File: config.mk
export PLATFORM = sky130hd
export DESIGN_NAME = bus_arbiter
export DESIGN_NICKNAME = d
export VERILOG_FILES = /design/src/rtl/bus_arbiter_pkg.sv /design/src/rtl/rr_priority_picker.sv /design/src/rtl/bus_arbiter.sv
export SDC_FILE = /design/constraint.sdc
export NUM_CORES = 1
export LEC_CHECK = 0
export ABC_CLOCK_PERIOD_IN_PS = 2300
export CAP_MARGIN = 40
export CORE_MARGIN = 2
export CORE_UTILIZATION = 28
export CTS_CLUSTER_DIAMETER = 150
export DETAILED_ROUTE_END_ITERATION = 8
export MAX_ROUTING_LAYER = met4
export PLACE_DENSITY = 0.5
export SKIP_LAST_GASP = 1
export SLEW_MARGIN = 20
export SYNTH_ARGS = -nofsm -noshare
export SYNTH_HDL_FRONTEND = slang
export SYNTH_SLANG_ARGS = --single-unit
File: constraint.sdc
create_clock -name clock -period 2.3 [get_ports clock]
set_clock_uncertainty 0.05 [all_clocks]
set_input_delay 0.23 -clock clock [delete_from_list [all_inputs] [get_ports clock]]
set_output_delay 0.23 -clock clock [all_outputs]
set_load 0.05 [all_outputs]
File: src/rtl/bus_arbiter_pkg.sv
// rtl/bus_arbiter_pkg.sv - shared types and helpers for the round-robin bus arbiter
//
// Purpose : arbiter FSM state encoding, master-count limit and the watchdog
//           counter width helper, shared by bus_arbiter and rr_priority_picker.
// Ports   : none (package).

package bus_arbiter_pkg;

    typedef enum logic [1:0] {
        ST_IDLE     = 2'd0,
        ST_GRANTED  = 2'd1,
        ST_OWNED    = 2'd2,
        ST_RELEASE  = 2'd3
    } arb_state_e;

    localparam int MAX_MASTERS = 16;

    // Width needed to count 0..timeout_cycles inclusive.
    function automatic int wd_count_width(input int timeout_cycles);
        int w;
        w = $clog2(timeout_cycles + 1);
        if (w < 1) begin
            w = 1;
        end
        return w;
    endfunction

endpackage

File: src/rtl/rr_priority_picker.sv
// rtl/rr_priority_picker.sv - combinational round-robin find-first-set
//
// Purpose : finds the first set request bit at or after last_winner+1,
//           searching upward and wrapping modulo NUM_MASTERS.
// Ports   : request     in  NUM_MASTERS  request vector
//           last_winner in  IDX_W        index of the previous winner
//           valid       out 1            at least one request set
//           winner      out IDX_W        index of the selected master

module rr_priority_picker #(
    parameter int NUM_MASTERS = 4,
    parameter int IDX_W       = 2
) (
    input  logic [NUM_MASTERS-1:0] request,
    input  logic [IDX_W-1:0]       last_winner,
    output logic                   valid,
    output logic [IDX_W-1:0]       winner
);

    localparam logic [IDX_W:0] N_W = (IDX_W + 1)'(NUM_MASTERS);
    localparam logic [IDX_W:0] ONE = (IDX_W + 1)'(1);

    logic [2*NUM_MASTERS-1:0] doubled;
    logic [NUM_MASTERS-1:0]   rotated;
    logic [IDX_W:0]           start;
    logic [IDX_W:0]           pos;
    logic [IDX_W:0]           sum;

    always_comb begin
        doubled = {request, request};
        valid   = 1'b0;
        winner  = '0;
        pos     = '0;

        start = {1'b0, last_winner} + ONE;
        if (start >= N_W) begin
            start = '0;
        end

        // Concatenating the vector with itself turns the wrap-around search
        // into a plain slice: bit 0 of rotated is master 'start'.
        rotated = doubled[start +: NUM_MASTERS];

        // Scan downward so the lowest set bit is the one left in pos.
        for (int i = NUM_MASTERS - 1; i >= 0; i--) begin
            if (rotated[i]) begin
                pos = (IDX_W + 1)'(i);
            end
        end
        valid = |rotated;

        sum = start + pos;
        if (sum >= N_W) begin
            sum = sum - N_W;
        end
        winner = sum[IDX_W-1:0];
    end

endmodule

File: src/rtl/bus_arbiter.sv
// rtl/bus_arbiter.sv - round-robin shared-bus arbiter with optional stall watchdog
//
// Purpose : grants the bus to one master at a time in round-robin order,
//           follows that master's transaction (begin/end/error) and releases
//           the grant afterwards. Index 0 is the JTAG DMA.
//           Optional watchdog compiled in with macro BUS_ARBITER_WATCHDOG_EN.
// Ports   : clock               in  1            system clock
//           reset               in  1            synchronous active-high reset
//           request             in  NUM_MASTERS  per-master level request
//           granted             out NUM_MASTERS  registered one-hot grant
//           begin_transactionIN in  1            bus begin_transaction
//           end_transactionIN   in  1            bus end_transaction
//           errorIN             in  1            bus error from slave
//           end_transactionOUT  out 1            watchdog abort end_transaction
//           errorOUT            out 1            watchdog abort error
//           bus_idle            out 1            no grant active

module bus_arbiter
    import bus_arbiter_pkg::*;
#(
    parameter int NUM_MASTERS    = 4,
    parameter int TIMEOUT_CYCLES = 1023
) (
    input  logic                   clock,
    input  logic                   reset,
    input  logic [NUM_MASTERS-1:0] request,
    output logic [NUM_MASTERS-1:0] granted,
    input  logic                   begin_transactionIN,
    input  logic                   end_transactionIN,
    input  logic                   errorIN,
    output logic                   end_transactionOUT,
    output logic                   errorOUT,
    output logic                   bus_idle
);

    localparam int IDX_W = $clog2(NUM_MASTERS);
    localparam logic [IDX_W-1:0] LAST_RESET = IDX_W'(NUM_MASTERS - 1);

    if (NUM_MASTERS < 2 || NUM_MASTERS > MAX_MASTERS) begin : g_bad_num_masters
        $error("bus_arbiter: NUM_MASTERS out of range");
    end
    if (TIMEOUT_CYCLES < 2) begin : g_bad_timeout
        $error("bus_arbiter: TIMEOUT_CYCLES must be at least 2");
    end

    arb_state_e             state_q, state_d;
    logic [NUM_MASTERS-1:0] granted_q, granted_d;
    logic [IDX_W-1:0]       last_winner_q, last_winner_d;

    logic                   pick_valid;
    logic [IDX_W-1:0]       pick_winner;
    logic                   timeout_abort;

    rr_priority_picker #(
        .NUM_MASTERS (NUM_MASTERS),
        .IDX_W       (IDX_W)
    ) u_picker (
        .request     (request),
        .last_winner (last_winner_q),
        .valid       (pick_valid),
        .winner      (pick_winner)
    );

`ifdef BUS_ARBITER_WATCHDOG_EN
    localparam int WD_W = wd_count_width(TIMEOUT_CYCLES);
    // Arm one cycle early so the registered pulse lands on OWNED cycle
    // number TIMEOUT_CYCLES (count value TIMEOUT_CYCLES-1 in that cycle).
    localparam logic [WD_W-1:0] WD_ARM = WD_W'(TIMEOUT_CYCLES - 2);
    localparam logic [WD_W-1:0] WD_ONE = WD_W'(1);

    logic [WD_W-1:0] wd_count_q, wd_count_d;
    logic            wd_fire_q, wd_fire_d;

    always_comb begin
        wd_count_d = wd_count_q;
        wd_fire_d  = 1'b0;
        if (state_q == ST_GRANTED) begin
            wd_count_d = '0;
        end else if (state_q == ST_OWNED) begin
            wd_count_d = wd_count_q + WD_ONE;
            if (!end_transactionIN && !wd_fire_q && wd_count_q == WD_ARM) begin
                wd_fire_d = 1'b1;
            end
        end
    end

    always_ff @(posedge clock) begin
        if (reset) begin
            wd_count_q <= '0;
            wd_fire_q  <= 1'b0;
        end else begin
            wd_count_q <= wd_count_d;
            wd_fire_q  <= wd_fire_d;
        end
    end

    assign timeout_abort      = wd_fire_q;
    assign end_transactionOUT = wd_fire_q;
    assign errorOUT           = wd_fire_q;
`else
    assign timeout_abort      = 1'b0;
    assign end_transactionOUT = 1'b0;
    assign errorOUT           = 1'b0;
`endif

    always_comb begin
        state_d       = state_q;
        granted_d     = granted_q;
        last_winner_d = last_winner_q;

        unique case (state_q)
            ST_IDLE: begin
                if (pick_valid) begin
                    granted_d              = '0;
                    granted_d[pick_winner] = 1'b1;
                    last_winner_d          = pick_winner;
                    state_d                = ST_GRANTED;
                end
            end
            ST_GRANTED: begin
                if (begin_transactionIN) begin
                    // begin+end together is a zero-length transaction.
                    if (end_transactionIN) begin
                        granted_d = '0;
                        state_d   = ST_RELEASE;
                    end else begin
                        state_d   = ST_OWNED;
                    end
                end else if ((request & granted_q) == '0) begin
                    // Winner withdrew before starting; just release.
                    granted_d = '0;
                    state_d   = ST_RELEASE;
                end
            end
            ST_OWNED: begin
                if (end_transactionIN || timeout_abort) begin
                    granted_d = '0;
                    state_d   = ST_RELEASE;
                end else if (errorIN) begin
                    // A slave error does not end the transaction; the master
                    // still has to drive end_transaction.
                    state_d = ST_OWNED;
                end
            end
            ST_RELEASE: begin
                granted_d = '0;
                state_d   = ST_IDLE;
            end
            default: begin
                granted_d = '0;
                state_d   = ST_IDLE;
            end
        endcase
    end

    always_ff @(posedge clock) begin
        if (reset) begin
            state_q       <= ST_IDLE;
            granted_q     <= '0;
            last_winner_q <= LAST_RESET;
        end else begin
            state_q       <= state_d;
            granted_q     <= granted_d;
            last_winner_q <= last_winner_d;
        end
    end

    assign granted  = granted_q;
    assign bus_idle = (state_q == ST_IDLE);

endmodule

## Word level (Yosys, flattened, before mapping)

Index checks and enable logic that the tools add are counted.

- Equal/unequal tests: 6
- Reduce and logical (&&, ||, !) cells: 7
- Add/sub/neg operators: 3
- Multiply operators: 0
- Bitwise gates (word level): 1
- Shift operators: 1
- Mux-type cells: 20
- Div/mod/pow operators: 0
- Magnitude comparators: 4

Operator list:

| operator | count |
|---|---|
| 2-bit two-way mux | 10 |
| 4-bit two-way mux | 4 |
| 4-bit one-hot mux with 4 select lines | 1 |
| 2-bit one-hot mux with 4 select lines | 1 |
| 8-bit by 4-bit variable part select with 4-bit output | 1 |
| 3-bit >= comparator (second input constant) | 2 |
| 3-bit inequality test (second input constant) | 2 |
| 4-bit AND | 1 |
| 2-bit equality test (second input constant) | 2 |
| 4-bit logical NOT | 1 |
| 2-bit AND reduction | 2 |
| 4-bit OR reduction | 1 |
| 2-bit by 1-bit adder with 3-bit output (second input constant) | 1 |
| 3-bit by 2-bit adder with 3-bit output | 1 |
| 2-bit by 3-bit < comparator with 1-bit output (second input constant) | 1 |
| 3-bit two-way mux | 1 |
| 3-bit AND reduction | 1 |
| 1-bit demux with 2-bit select | 1 |
| 2-bit by 1-bit equality test with 1-bit output (second input constant) | 1 |
| 2-bit by 1-bit >= comparator with 1-bit output (second input constant) | 1 |
| 2-bit logical NOT | 1 |
| 1-bit two-way mux | 2 |
| 2-bit by 1-bit inequality test with 1-bit output (second input constant) | 1 |
| 2-bit by 1-bit subtractor with 2-bit output (second input constant) | 1 |
| 1-bit logical AND | 1 |

- Register bits: 8
- Memory bits (writable): 0
- Memories: 0
- Input port bits: 9
- Bits in latches: 0
- Memory bits (read-only): 0
- Logic and storage cells: 45

## Longest topological paths before layout

- Depth in word-level cells: 17
- Gate-level depth with buffers: 8

## By module

A second synthesis with hierarchy kept.

- Cells, all modules: 77
- Area total of the unflattened synthesis: 641.9 um^2

By module, submodules not included:

| module | instances | sequential area each (um^2) | area an instance (um^2) | cells each |
|---|---|---|---|---|
| bus_arbiter | 1 | 160.2 | 446.7 | 47 |
| rr_priority_picker | 1 | 0.0 | 195.2 | 30 |

## Worst setup path after synthesis

No wires, ideal clock.

- Path kind: register to register
- Start point: reg last_winner_q[0]
- End point: reg granted_q[1], in the netlist granted[1]
- Path buffers: 0
- Required time: 2.133 ns
- Period minus slack after synthesis: 1.895 ns
- Arrival time: 1.728 ns
- Slack: 0.405 ns
- Stages on the path, launching flop included: 9
- Path through: dfxtp_1 -> ha_1 -> nor2_2 -> nor3b_1 -> o21ai_0 -> o211ai_1 -> ha_1 -> xor2_2 -> a22o_1

- Cells in the longest elaborated chain, start to end: 17
- Elaborated cells between the ends (all ways): 22
- Classes of those cells: add/sub (3); order compare (4); eq/ne (1); shift (1); mux (10); reduce/logical (3)

Ends and longest elaborated chain:

| item | RTL line | source |
|---|---|---|
| from (decl) | bus_arbiter.sv:48 | `logic [IDX_W-1:0] last_winner_q, last_winner_d;` |
| from (signal assigned) | bus_arbiter.sv:164 | `last_winner_q <= last_winner_d;` |
| 2-bit by 1-bit adder with 3-bit output (*) | rr_priority_picker.sv:35 | `start = {1'b0, last_winner} + ONE;` |
| 3-bit >= comparator | rr_priority_picker.sv:36 | `if (start >= N_W) begin` |
| 3-bit two-way mux (*) | rr_priority_picker.sv:36 |  |
| 8-bit by 4-bit variable part select with 4-bit output | rr_priority_picker.sv:42 | `rotated = doubled[start +: NUM_MASTERS];` |
| 2-bit two-way mux (4 in series) | rr_priority_picker.sv:46 | `if (rotated[i]) begin` |
| 3-bit by 2-bit adder with 3-bit output | rr_priority_picker.sv:52 | `sum = start + pos;` |
| 3-bit >= comparator or 2-bit by 1-bit subtractor with 2-bit output (tied branches) | rr_priority_picker.sv:53, rr_priority_picker.sv:54 |  |
| 2-bit two-way mux | rr_priority_picker.sv:53 | `if (sum >= N_W) begin` |
| 2-bit by 3-bit < comparator with 1-bit output (implied by the code) or 2-bit by 1-bit >= comparator with 1-bit output (tied branches) | bus_arbiter.sv:115 | `granted_d[pick_winner] = 1'b1;` |
| 1-bit logical AND (implied by the code) | bus_arbiter.sv:115 |  |
| 1-bit two-way mux (implied by the code) | bus_arbiter.sv:115 |  |
| 1-bit demux with 2-bit select | bus_arbiter.sv:115 |  |
| 4-bit two-way mux | bus_arbiter.sv:113 | `if (pick_valid) begin` |
| 4-bit one-hot mux with 4 select lines | bus_arbiter.sv:111 | `unique case (state_q)` |
| to (signal assigned) | bus_arbiter.sv:163 | `granted_q <= granted_d;` |
| to (decl) | bus_arbiter.sv:47 | `logic [NUM_MASTERS-1:0] granted_q, granted_d;` |

Mark *: on every way between the ends. The rest lies on a longest branch, timed or not. The select of a mux whose other input is x is not followed.
A chain may end at the register's enable or synchronous reset.

## Final worst setup path

- Start point: reg last_winner_q[0]
- End point: reg granted_q[2], in the netlist granted[2]

The elaborated chain is that of the path after synthesis.

==> summary.md <==
| Metric | Value |
|---|---|
| First-pass GRT wire length | around 2700 um |
| CP max FO | 9 |
| Vias/cell | slightly above 5 |
| CP endpoint | granted[2]$_SDFFE_PP0P_ |
| RePlAce Congestion | ~0.74 |
| Crit Path Category | reg2reg |
| Number of global-route vias before repair | approximately 630 |
| Worst Tran Pin Value | roughly 490 ps |
| Via Count | between 600 and 700 |
| Initial antenna violation count | 0 |
| Fillers | between 200 and 250 |
| Port bufs | 13 |
| Fmax | 0.473 GHz |
| Worst Path Required | roughly 2400 ps |
| FF+latch count, synth | 8 |
| Fin Setup TNS | 0 ps |
| Worst Setup Start Kind | flip-flop |
| Pre-CTS setup slack | around 120 ps |
| Global route overflow | 0 |
| CTS root buf | clkbuf_4 |
| Core area | 0.00223 mm^2 |
| Lkg Pwr | 0.333 nW |
| Minimum clock period | between 2000 and 2500 ps |
| Rel. slew slack | between 60% and 70% |
| Diodes inserted | 0 |
| Final worst-path setup slack | 186 ps |
| Post-route ant nets | 0 |
| WL/cell | ~12 um |
| CTS tree | built |
| Fin. Hold Viols | 0 |
| Die Ht | around 53 um |
| Commonest non-fill, non-tap cells in the layout | 13 x clkdlybuf4s50_1, 9 x nor2_1, 8 x dfxtp_1, 6 x buf_4 |
| Async S/R FF share, synth | 0% |
| Num CTS Buffers | 3 |
| Layout cell share with drive strength beyond 1 | between 10% and 20% |
| Slew Limit Fails | 0 |
| CTS max path bufs | 2 |
| Top Ports | 16 |
| # nets final | 114 |
| R2R cell count | 8 |
| CP max stage cell | dfxtp_1 |
| Hold/Removal Path Class | reg2reg |
| Syn. warnings | 0 |
| Drt drc | 0 |
| Clock Latency Late Sink | between 200 and 300 ps |
| Critical Path Most Common Cell | ha_1 |
| Commonest non-fill, non-tap cell in the layout | clkdlybuf4s50_1 |
| Critical Path AT | about 2200 ps |
| Pwr/cell area | 1170 mW/mm^2 |
| Clock Sinks | 8 |
| Row count | 17 |
| Reg2Reg Setup Slack | roughly 190 ps |
| Dpl hpwl | approximately 1200 um |
| Syn_area_per_cell | a little over 8 um^2 |
| Storage cell area | around 160 um^2 |
| Htree depth | 1 |
| Setup violators final | 0 |
| Top_reg_cell synth | dfxtp_1 |
| Total wire length | 1570 um |
| EDFF count, synth | 0 |
| Pin count of the biggest net entering global routing | 10 |
| Sequential-to-total area share from yosys stat | ~24% |
| Initial Util | ~30% |
| Worst VDD drop | a little under 0.6 mV |
| Worst R2R End | granted[2]$_SDFFE_PP0P_ |
| Die ar. | between 0.002 and 0.003 mm^2 |
| RSZ-0062 raised after global routing | false |
| Area delta synth->final | 30.1% |
| Worst reg2reg path startpoint | last_winner_q[0]$_SDFFE_PP1P_ |
| Max Cap Viol | 0 |
| First drt pass iteration count | 4 |
| Synthesized area | 666 um^2 |
| Detailed Route Iter0 Violations | 6 |
| Synthesized instance count | 81 |
| Worst Setup SP | last_winner_q[0]$_SDFFE_PP1P_ |
| Crit. End Element | flip-flop |
| CP max stage delay | between 300 and 400 ps |
| Area of the multi-input gates | roughly 450 um^2 |
| Total Routing Usage GR | 13.5% |
| Cells along the critical path | ha_1, nor2_4, nor3b_1, o21ai_0, o211ai_1, ha_1, xor2_2, o31ai_1 |
| Chip width | 52.8 um |
| Part of the cycle the worst path needs | between 90% and 100% |
| Clk slew on worst S/H paths | 60 ps |
| Yosys cell types | 36 |
| Status | completed |
## critical path: cells and delay by family, from the launching register on
kind            cells  cell delay (ps)
fa+ha+maj           2              510
flops               1              370
simple gates        2              290
xor+xnor            1              210
compound gates      3              580
## final cells by class
cell class,count,area share (%)
inverters,5,2.17
clock buffers,3,2.60
well taps,28,4.05
repair buffers,19,20.2
multi-input cells,63,52.5
flip-flops and latches,8,18.5
## metal layers
layer  wire [um]  vias up  track usage, %
met5           0        -               -
met1         753      304            15.4
li1            -      332               -
met3          63        4            2.86
met2         724       12            22.3
met4          23        0            6.41
## flip-flops by register name, summed over array words and instances (netlist names)
register,cells
last_winner_q,2
state_q,2
granted,4
## synthesized netlist by cell type, types with 2 or more instances
cell type | number | area share (%)
a31oi_1 | 2 | 1.9
nor3_1 | 3 | 2.3
a22o_1 | 4 | 5.3
nor2_1 | 9 | 5.1
dfxtp_1 | 8 | 24
o21ai_0 | 5 | 3.8
o31ai_1 | 2 | 2.3
a21oi_1 | 3 | 2.3
buf_2 | 3 | 2.3
inv_1 | 5 | 2.8
ha_1 | 5 | 9.4
nand2_1 | 5 | 2.8
nor4_1 | 3 | 2.8
buf_4 | 2 | 2.3
## power breakdown
group	internal [mW]	total [mW]	switching, mW
Combinational	0.265	0.659	0.394
Clock	0.0602	0.115	0.0545
Sequential	0.193	0.241	0.0478
Total	0.518	1.01	0.496
## per-stage QoR
stage	cells	hold slack [ps]	utilization [%]	area [um^2]	total power, mW
global placement	123	415	37.5	838	0.897
detailed placement	123	419	37.5	838	0.888
finish	126	430	38.8	866	1.01
floorplan	82	252	-	669	0.725
CTS	126	427	38.5	861	1.01
global route	126	464	38.8	866	1.09
## cell families (layout without fill, tap and decap cells)
| kind of cell | Yosys count | after routing | share of synthesized area [%] |
|---|---|---|---|
| xor gates and xnor gates | 1 | 1 | 2.44 |
| AOI/OAI and AO/OA | 28 | 28 | 34.4 |
| buffers and inverters | 11 | 27 | 9.02 |
| and+or+nand+nor | 26 | 26 | 18.6 |
| DFF | 8 | 8 | 24.1 |
| other | 1 | 2 | 0.563 |
| muxes | 1 | 1 | 1.50 |
| adders and majority gates | 5 | 5 | 9.40 |
## timing repair
| item | CTS | global route |
|---|---|---|
| hold buffers | 0 | 0 |
| resized for setup | 0 | 1 |
| setup buffers | 0 | 0 |
| setup endpoints to repair | 0 | 5 |
## worst min-delay path by stage
stage               cells after the start                       to                     from
floorplan                               1  state_q[1]$_SDFFE_PP0P_                    reset
global placement                        2  granted[3]$_SDFFE_PP0P_  granted[3]$_SDFFE_PP0P_
detailed placement                      2  granted[3]$_SDFFE_PP0P_  granted[3]$_SDFFE_PP0P_
CTS                                     2  granted[3]$_SDFFE_PP0P_  granted[3]$_SDFFE_PP0P_
global route                            2  granted[3]$_SDFFE_PP0P_  granted[3]$_SDFFE_PP0P_
finish                                  2  granted[3]$_SDFFE_PP0P_  granted[3]$_SDFFE_PP0P_
No activity file was read; power rests on OpenSTA's default activity.
